**src/rtl/mips_pkg.sv**
```systemverilog
// Shared MiniMIPS constants used by the fetch unit, the instruction memory
// and decode. All values are defaults; each module takes them as parameters.
//   DEF_PC_W       : width of the PC / instruction-memory word address
//   DEF_INSTR_W    : instruction width
//   DEF_IMEM_DEPTH : number of instruction-memory words (valid 0..DEPTH-1)
//   DEF_RESET_PC   : word address fetched first after reset
package mips_pkg;

  localparam int          DEF_PC_W       = 32;
  localparam int          DEF_INSTR_W    = 16;
  localparam int          DEF_IMEM_DEPTH = 35;
  localparam int unsigned DEF_RESET_PC   = 0;

endpackage

```
**src/rtl/fetch_skid_buffer.sv**
```systemverilog
// Skid register for the fetched instruction word.
// The synchronous memory keeps reading the current address while decode is
// stalled, so the word belonging to the presented instruction would be lost
// after the first stalled edge. This buffer catches that word once and
// presents it until the stall ends.
// Ports:
//   clk, rst : clock and asynchronous active-high reset
//   capture  : take din into the hold register (ignored while already holding)
//   clear    : drop the held word (has priority over capture)
//   din      : instruction word coming from the memory
//   dout     : held word when holding, otherwise din
module fetch_skid_buffer #(
  parameter int W = 16
) (
  input  logic         clk,
  input  logic         rst,
  input  logic         capture,
  input  logic         clear,
  input  logic [W-1:0] din,
  output logic [W-1:0] dout
);

  logic [W-1:0] hold_instr;
  logic         hold_valid;

  always_ff @(posedge clk or posedge rst) begin
    if (rst) begin
      hold_instr <= '0;
      hold_valid <= 1'b0;
    end else if (clear) begin
      hold_valid <= 1'b0;
    end else if (capture && !hold_valid) begin
      // Only the first stalled edge sees the presented word on din; later
      // edges see the next address's word and must not overwrite it.
      hold_instr <= din;
      hold_valid <= 1'b1;
    end
  end

  assign dout = hold_valid ? hold_instr : din;

endmodule

```
**src/rtl/mips_fetch_unit.sv**
```systemverilog
// Instruction-fetch initiator for the 16-bit MiniMIPS core.
// Owns the PC, issues word addresses to a synchronous instruction memory
// (address sampled at posedge, data one cycle later) and presents
// {if_instr, if_pc, if_valid} to decode. Supports decode stall, branch/jump
// redirect and sticky detection of fetches beyond the end of memory.
// Ports:
//   clk, rst        : clock and asynchronous active-high reset
//   imem_addr       : word address to instruction memory (registered)
//   imem_data       : memory word for the address sampled on the last edge
//   stall           : decode cannot accept, hold current output
//   redirect_valid  : taken branch/jump this cycle
//   redirect_pc     : redirect target word address
//   if_valid        : if_instr/if_pc carry a real instruction
//   if_instr        : fetched instruction
//   if_pc           : word address of if_instr
//   fetch_fault     : sticky, fetch ran past memory and is halted
module mips_fetch_unit
  import mips_pkg::*;
#(
  parameter int              PC_W       = DEF_PC_W,
  parameter int              INSTR_W    = DEF_INSTR_W,
  parameter int              IMEM_DEPTH = DEF_IMEM_DEPTH,
  parameter logic [PC_W-1:0] RESET_PC   = PC_W'(DEF_RESET_PC)
) (
  input  logic               clk,
  input  logic               rst,
  output logic [PC_W-1:0]    imem_addr,
  input  logic [INSTR_W-1:0] imem_data,
  input  logic               stall,
  input  logic               redirect_valid,
  input  logic [PC_W-1:0]    redirect_pc,
  output logic               if_valid,
  output logic [INSTR_W-1:0] if_instr,
  output logic [PC_W-1:0]    if_pc,
  output logic               fetch_fault
);

  localparam logic [PC_W-1:0] DEPTH_PC = PC_W'(IMEM_DEPTH);

  logic [PC_W-1:0] pc_q;
  logic [PC_W-1:0] inflight_pc;
  logic            inflight_valid;
  logic            fault;

  logic            issue_ok;
  logic            in_range;
  logic            skid_capture;
  logic            skid_clear;

  // Redirect overrides everything; otherwise a halted or stalled fetch stays put.
  assign issue_ok = !redirect_valid && !fault && !stall;
  assign in_range = (pc_q < DEPTH_PC);

  // Address issue stage: pc_q is what the memory samples on each edge.
  always_ff @(posedge clk or posedge rst) begin
    if (rst) begin
      pc_q           <= RESET_PC;
      inflight_pc    <= '0;
      inflight_valid <= 1'b0;
      fault          <= 1'b0;
    end else if (redirect_valid) begin
      // The word arriving next cycle belongs to the old path: one bubble.
      pc_q           <= redirect_pc;
      inflight_valid <= 1'b0;
      fault          <= 1'b0;
    end else if (issue_ok) begin
      if (in_range) begin
        inflight_pc    <= pc_q;
        inflight_valid <= 1'b1;
        pc_q           <= pc_q + PC_W'(1);
      end else begin
        // pc_q is held so imem_addr shows the offending address.
        fault          <= 1'b1;
        inflight_valid <= 1'b0;
      end
    end
  end

  // Data return stage: memory word lines up with inflight_pc.
  assign skid_capture = stall && !redirect_valid && !fault && inflight_valid;
  assign skid_clear   = redirect_valid || !stall;

  fetch_skid_buffer #(
    .W (INSTR_W)
  ) u_skid (
    .clk     (clk),
    .rst     (rst),
    .capture (skid_capture),
    .clear   (skid_clear),
    .din     (imem_data),
    .dout    (if_instr)
  );

  assign imem_addr   = pc_q;
  assign if_valid    = inflight_valid;
  assign if_pc       = inflight_pc;
  assign fetch_fault = fault;

endmodule

```
**config.mk**
```make
export PLATFORM = sky130hd
export DESIGN_NAME = mips_fetch_unit
export DESIGN_NICKNAME = d
export VERILOG_FILES = /design/src/rtl/mips_pkg.sv /design/src/rtl/fetch_skid_buffer.sv /design/src/rtl/mips_fetch_unit.sv
export SDC_FILE = /design/constraint.sdc
export NUM_CORES = 1
export LEC_CHECK = 0
export CORE_MARGIN = 2
export CORE_UTILIZATION = 39
export DETAILED_ROUTE_END_ITERATION = 8
export GPL_TIMING_DRIVEN = 1
export PLACE_DENSITY = 0.78
export SLEW_MARGIN = 20
export SYNTH_ARGS = -nofsm -noshare
export SYNTH_HDL_FRONTEND = slang
export SYNTH_SLANG_ARGS = --single-unit
```
**constraint.sdc**
```tcl
create_clock -name clk -period 2.78 [get_ports clk]
set_input_delay 0.556 -clock clk [delete_from_list [all_inputs] [get_ports clk]]
set_output_delay 0.556 -clock clk [all_outputs]
set_load 0.01 [all_outputs]
```
==> metrics.md <==
| Metric | Value |
|---|---|
| CTS tree | built |
| Largest net degree at the start of global routing | 44 |
| Pins over their slew limit | 0 |
| Vias in the first global route | ~2600 |
| GP Congestion | about 0.76 |
| Max-Cap Viols | 0 |
| Number of synthesized register bits | 83 |
| Synth-to-layout area growth | 48.3% |
| Fin worst setup slack | about 0.35 ns |
| Net Count, Synth | between 200 and 300 |
| Top sig layer | met4 |
| Req. time, crit path | 3.01 ns |
| Fmax | about 0.41 GHz |
| Sw Ratio | between 20% and 30% |
| Final antenna-violating net count | 0 |
| Top Ports | about 130 |
| Period utilisation layout | 87.4% |
| RSZ-0062 raised after global routing | false |
| Metal-1 WL | 3450 µm |
| Final cell count without fillers | between 400 and 500 |
| Predominant post-synthesis flop cell | dfrtp_1 |
| Status | finished clean |
| Met3 routed WL | about 570 µm |
| Worst EP arrival | 2.67 ns |
| Drt drc | 0 |
| Final nets | around 430 |
| Min Hold Slack | 0.485 ns |
| Grt total ovfl | 0 |
| Final hold vios | 0 |
| Initial drt markers | between 80 and 90 |
| Routed WL per cell | 15.8 µm |
| Fraction of registers with async set/reset | 100% |
| Setup Crit Path Kind | reg -> reg |
| Dpl cells | about 470 |
| Total CTS buffers | 9 |
| Clock Skews | 0.0134 ns |
| Post-Route WL | 7710 µm |
| DR vias | between 2000 and 2500 |
| Port bufs | between 100 and 150 |
| Setup slack after placement | between 0.15 and 0.2 ns |
| Sw Pwr | about 610 µW |
| Slew HR | between 40% and 50% |
| Die height | around 98 µm |
| Syn Std Cell Area | approximately 3400 µm² |
| # setup viols final | 0 |
| PD cells | 481 nW/µm² |
| Worst slew pin tran | 0.762 ns |
| Fin util | between 50% and 60% |
| Worst-path clk slew | approximately 0.090 ns |
| Yosys top cell by area | dfrtp_1 |
| Drt pass-1 iters | 4 |
| Worst VDD drop | 0.000231 V |
| Combinational share of power | 14.4% |
| Cells after Synth | around 240 |
| H-tree depth | 3 |
| Die width | 97.5 µm |
| Metal2 WL | roughly 3600 µm |
| Clk root buf | clkbuf_8 |
| First-pass GRT wire length | 12700 µm |
| Hold Crit Class | reg -> reg |
| Initial antenna violation count | 0 |
| Clock share of power | 31.9% |
| Sequential fraction of the synthesis area | between 60% and 70% |
| ANT cells | 0 |
| Final TNS setup | 0 ns |
| GRT Total Usage | ~17% |
| CTS Sinks | slightly above 80 |
| Max Fanout on Critical Path | 30 |
| Layout cells sized above 1 | 10.8% |
| Latest clock arrival within the worst-skew pair | approximately 0.35 ns |
| Mean Syn Cell Area | between 10 and 15 µm² |
| CORE AREA | 8590 µm² |
| Post-synth EDFFs | 0 |
| Row Count | 34 |
| Full die area | roughly 9500 µm² |
| Share of total power in sequential cells | between 50% and 60% |
| Synth warn | 0 |
| Pleak | around 0.0022 µW |
| CP Launch Type | register |
| Netlist cell types | 36 |
| Most common cell after layout, fill and taps aside | clkdlybuf4s50_1 |
| Post-CTS Setup Repair Bufs | 0 |
| Initial Utilization | 39.7% |
| Synth top area share | slightly above 60% |
| Highest-count cells in the layout ignoring fill and taps | 132 x clkdlybuf4s50_1, 82 x dfrtp_1, 57 x mux2_1, 26 x and2_1, 10 x clkbuf_8 |
| Dpl hpwl | about 5500 µm |
| CP endpoint kind | register |
| Maximum clock path buffer count | 2 |
| Routed vias/inst | roughly 5 |
| Min cycle time layout | about 2.4 ns |
| Pint | 1830 µW |
| Top cells by area, synth | dfrtp_1 61%, mux2_1 19%, and2_1 4.8% |
==> per-stage QoR <==
| stage | total power (µW) | instance area [µm²] |
|---|---|---|
| after floorplan | 1450 | 3410 |
| after global placement | 1680 | 4880 |
| after detailed placement | 1690 | 4880 |
| after CTS | 2470 | 5050 |
| after global routing | 2560 | 5060 |
| final | 2430 | 5060 |
==> synthesized netlist by cell type (2+ instances only) <==
master / n
and2_1: 26
a21oi_1: 2
nand2_1: 5
or2_2: 2
nor2b_1: 2
nand3_1: 3
nor4_2: 3
or4_1: 2
a31oi_1: 2
buf_2: 2
o31ai_1: 4
mux2_2: 8
nor4_1: 4
clkbuf_1: 4
buf_1: 3
nor2_1: 5
inv_1: 3
mux2_1: 57
dfrtp_1: 83
==> critical path, cell delays in order, from the launching register on <==
cell	delay, ns
dfrtp_1	0.39
nor4_1	0.48
nand3_1	0.35
or4b_4	0.73
mux2_4	0.35
==> state kept, by name (all words and copies together), names as in the netlist <==
name and cells:
imem_addr 32, if_pc 32, fetch_fault 1, u_skid.hold_valid 1, u_skid.hold_instr 16, if_valid 1
==> final cells by class <==
| cell class | count | area, µm² |
|---|---|---|
| Fill cell | 707 | 3540 |
| Sequential cell | 83 | 2080 |
| Timing Repair Buffer | 137 | 1370 |
| Multi-Input combinational cell | 140 | 1280 |
| Clock buffer | 11 | 141 |
| Tap cell | 108 | 135 |
| Clock inverter | 5 | 37.5 |
| Inverter | 4 | 16.3 |
==> layer usage <==
layer	global-route usage, %	vias to the layer above
met3	6.04	11
met1	21.5	1176
li1	-	1128
met4	6.84	0
met2	26.0	81
met5	0	-
==> power by group through the flow <==
stage          Clock [µW]  Sequential (µW)  Combinational (µW)
2_1_floorplan           0             1340                 111
3_3_place_gp            0             1330                 348
3_5_place_dp            0             1330                 355
4_1_cts               805             1310                 357
5_1_grt               866             1310                 380
6_report              776             1310                 351
==> worst paths after layout <==
kind                                          to  slack [ns]  cells past startpoint                   from
min reg2reg                u_skid.hold_instr[13]        0.49                      1  u_skid.hold_instr[13]
min in group asynchronous   u_skid.hold_instr[8]        0.64                      2                    rst
max in group asynchronous           imem_addr[3]        1.48                      3                    rst
max reg2reg                         imem_addr[1]        0.35                      4          imem_addr[12]
max                                 imem_addr[1]        0.35                      4          imem_addr[12]
min                        u_skid.hold_instr[13]        0.49                      1  u_skid.hold_instr[13]
==> logic make-up (layout without fill, tap and decap cells) <==
group                    count (synthesis)  after routing  share of synthesized area (%)
buffers and inverters                   14            157                           1.83
AO/OA/AOI/OAI                           13             13                           2.83
flip-flops                              83             83                           60.9
multiplexers                            67             67                           22.2
adder cells (fa/ha/maj)                  1              1                          0.367
AND/OR/NAND/NOR                         59             59                           11.9
==> what timing repair did <==
| item | CTS | global route |
|---|---|---|
| endpoints found under the setup margin | 0 | 1 |
| resized for setup | 0 | 1 |
| hold buffers | 0 | 0 |
Note: power is estimated with default switching activity, not from simulation.
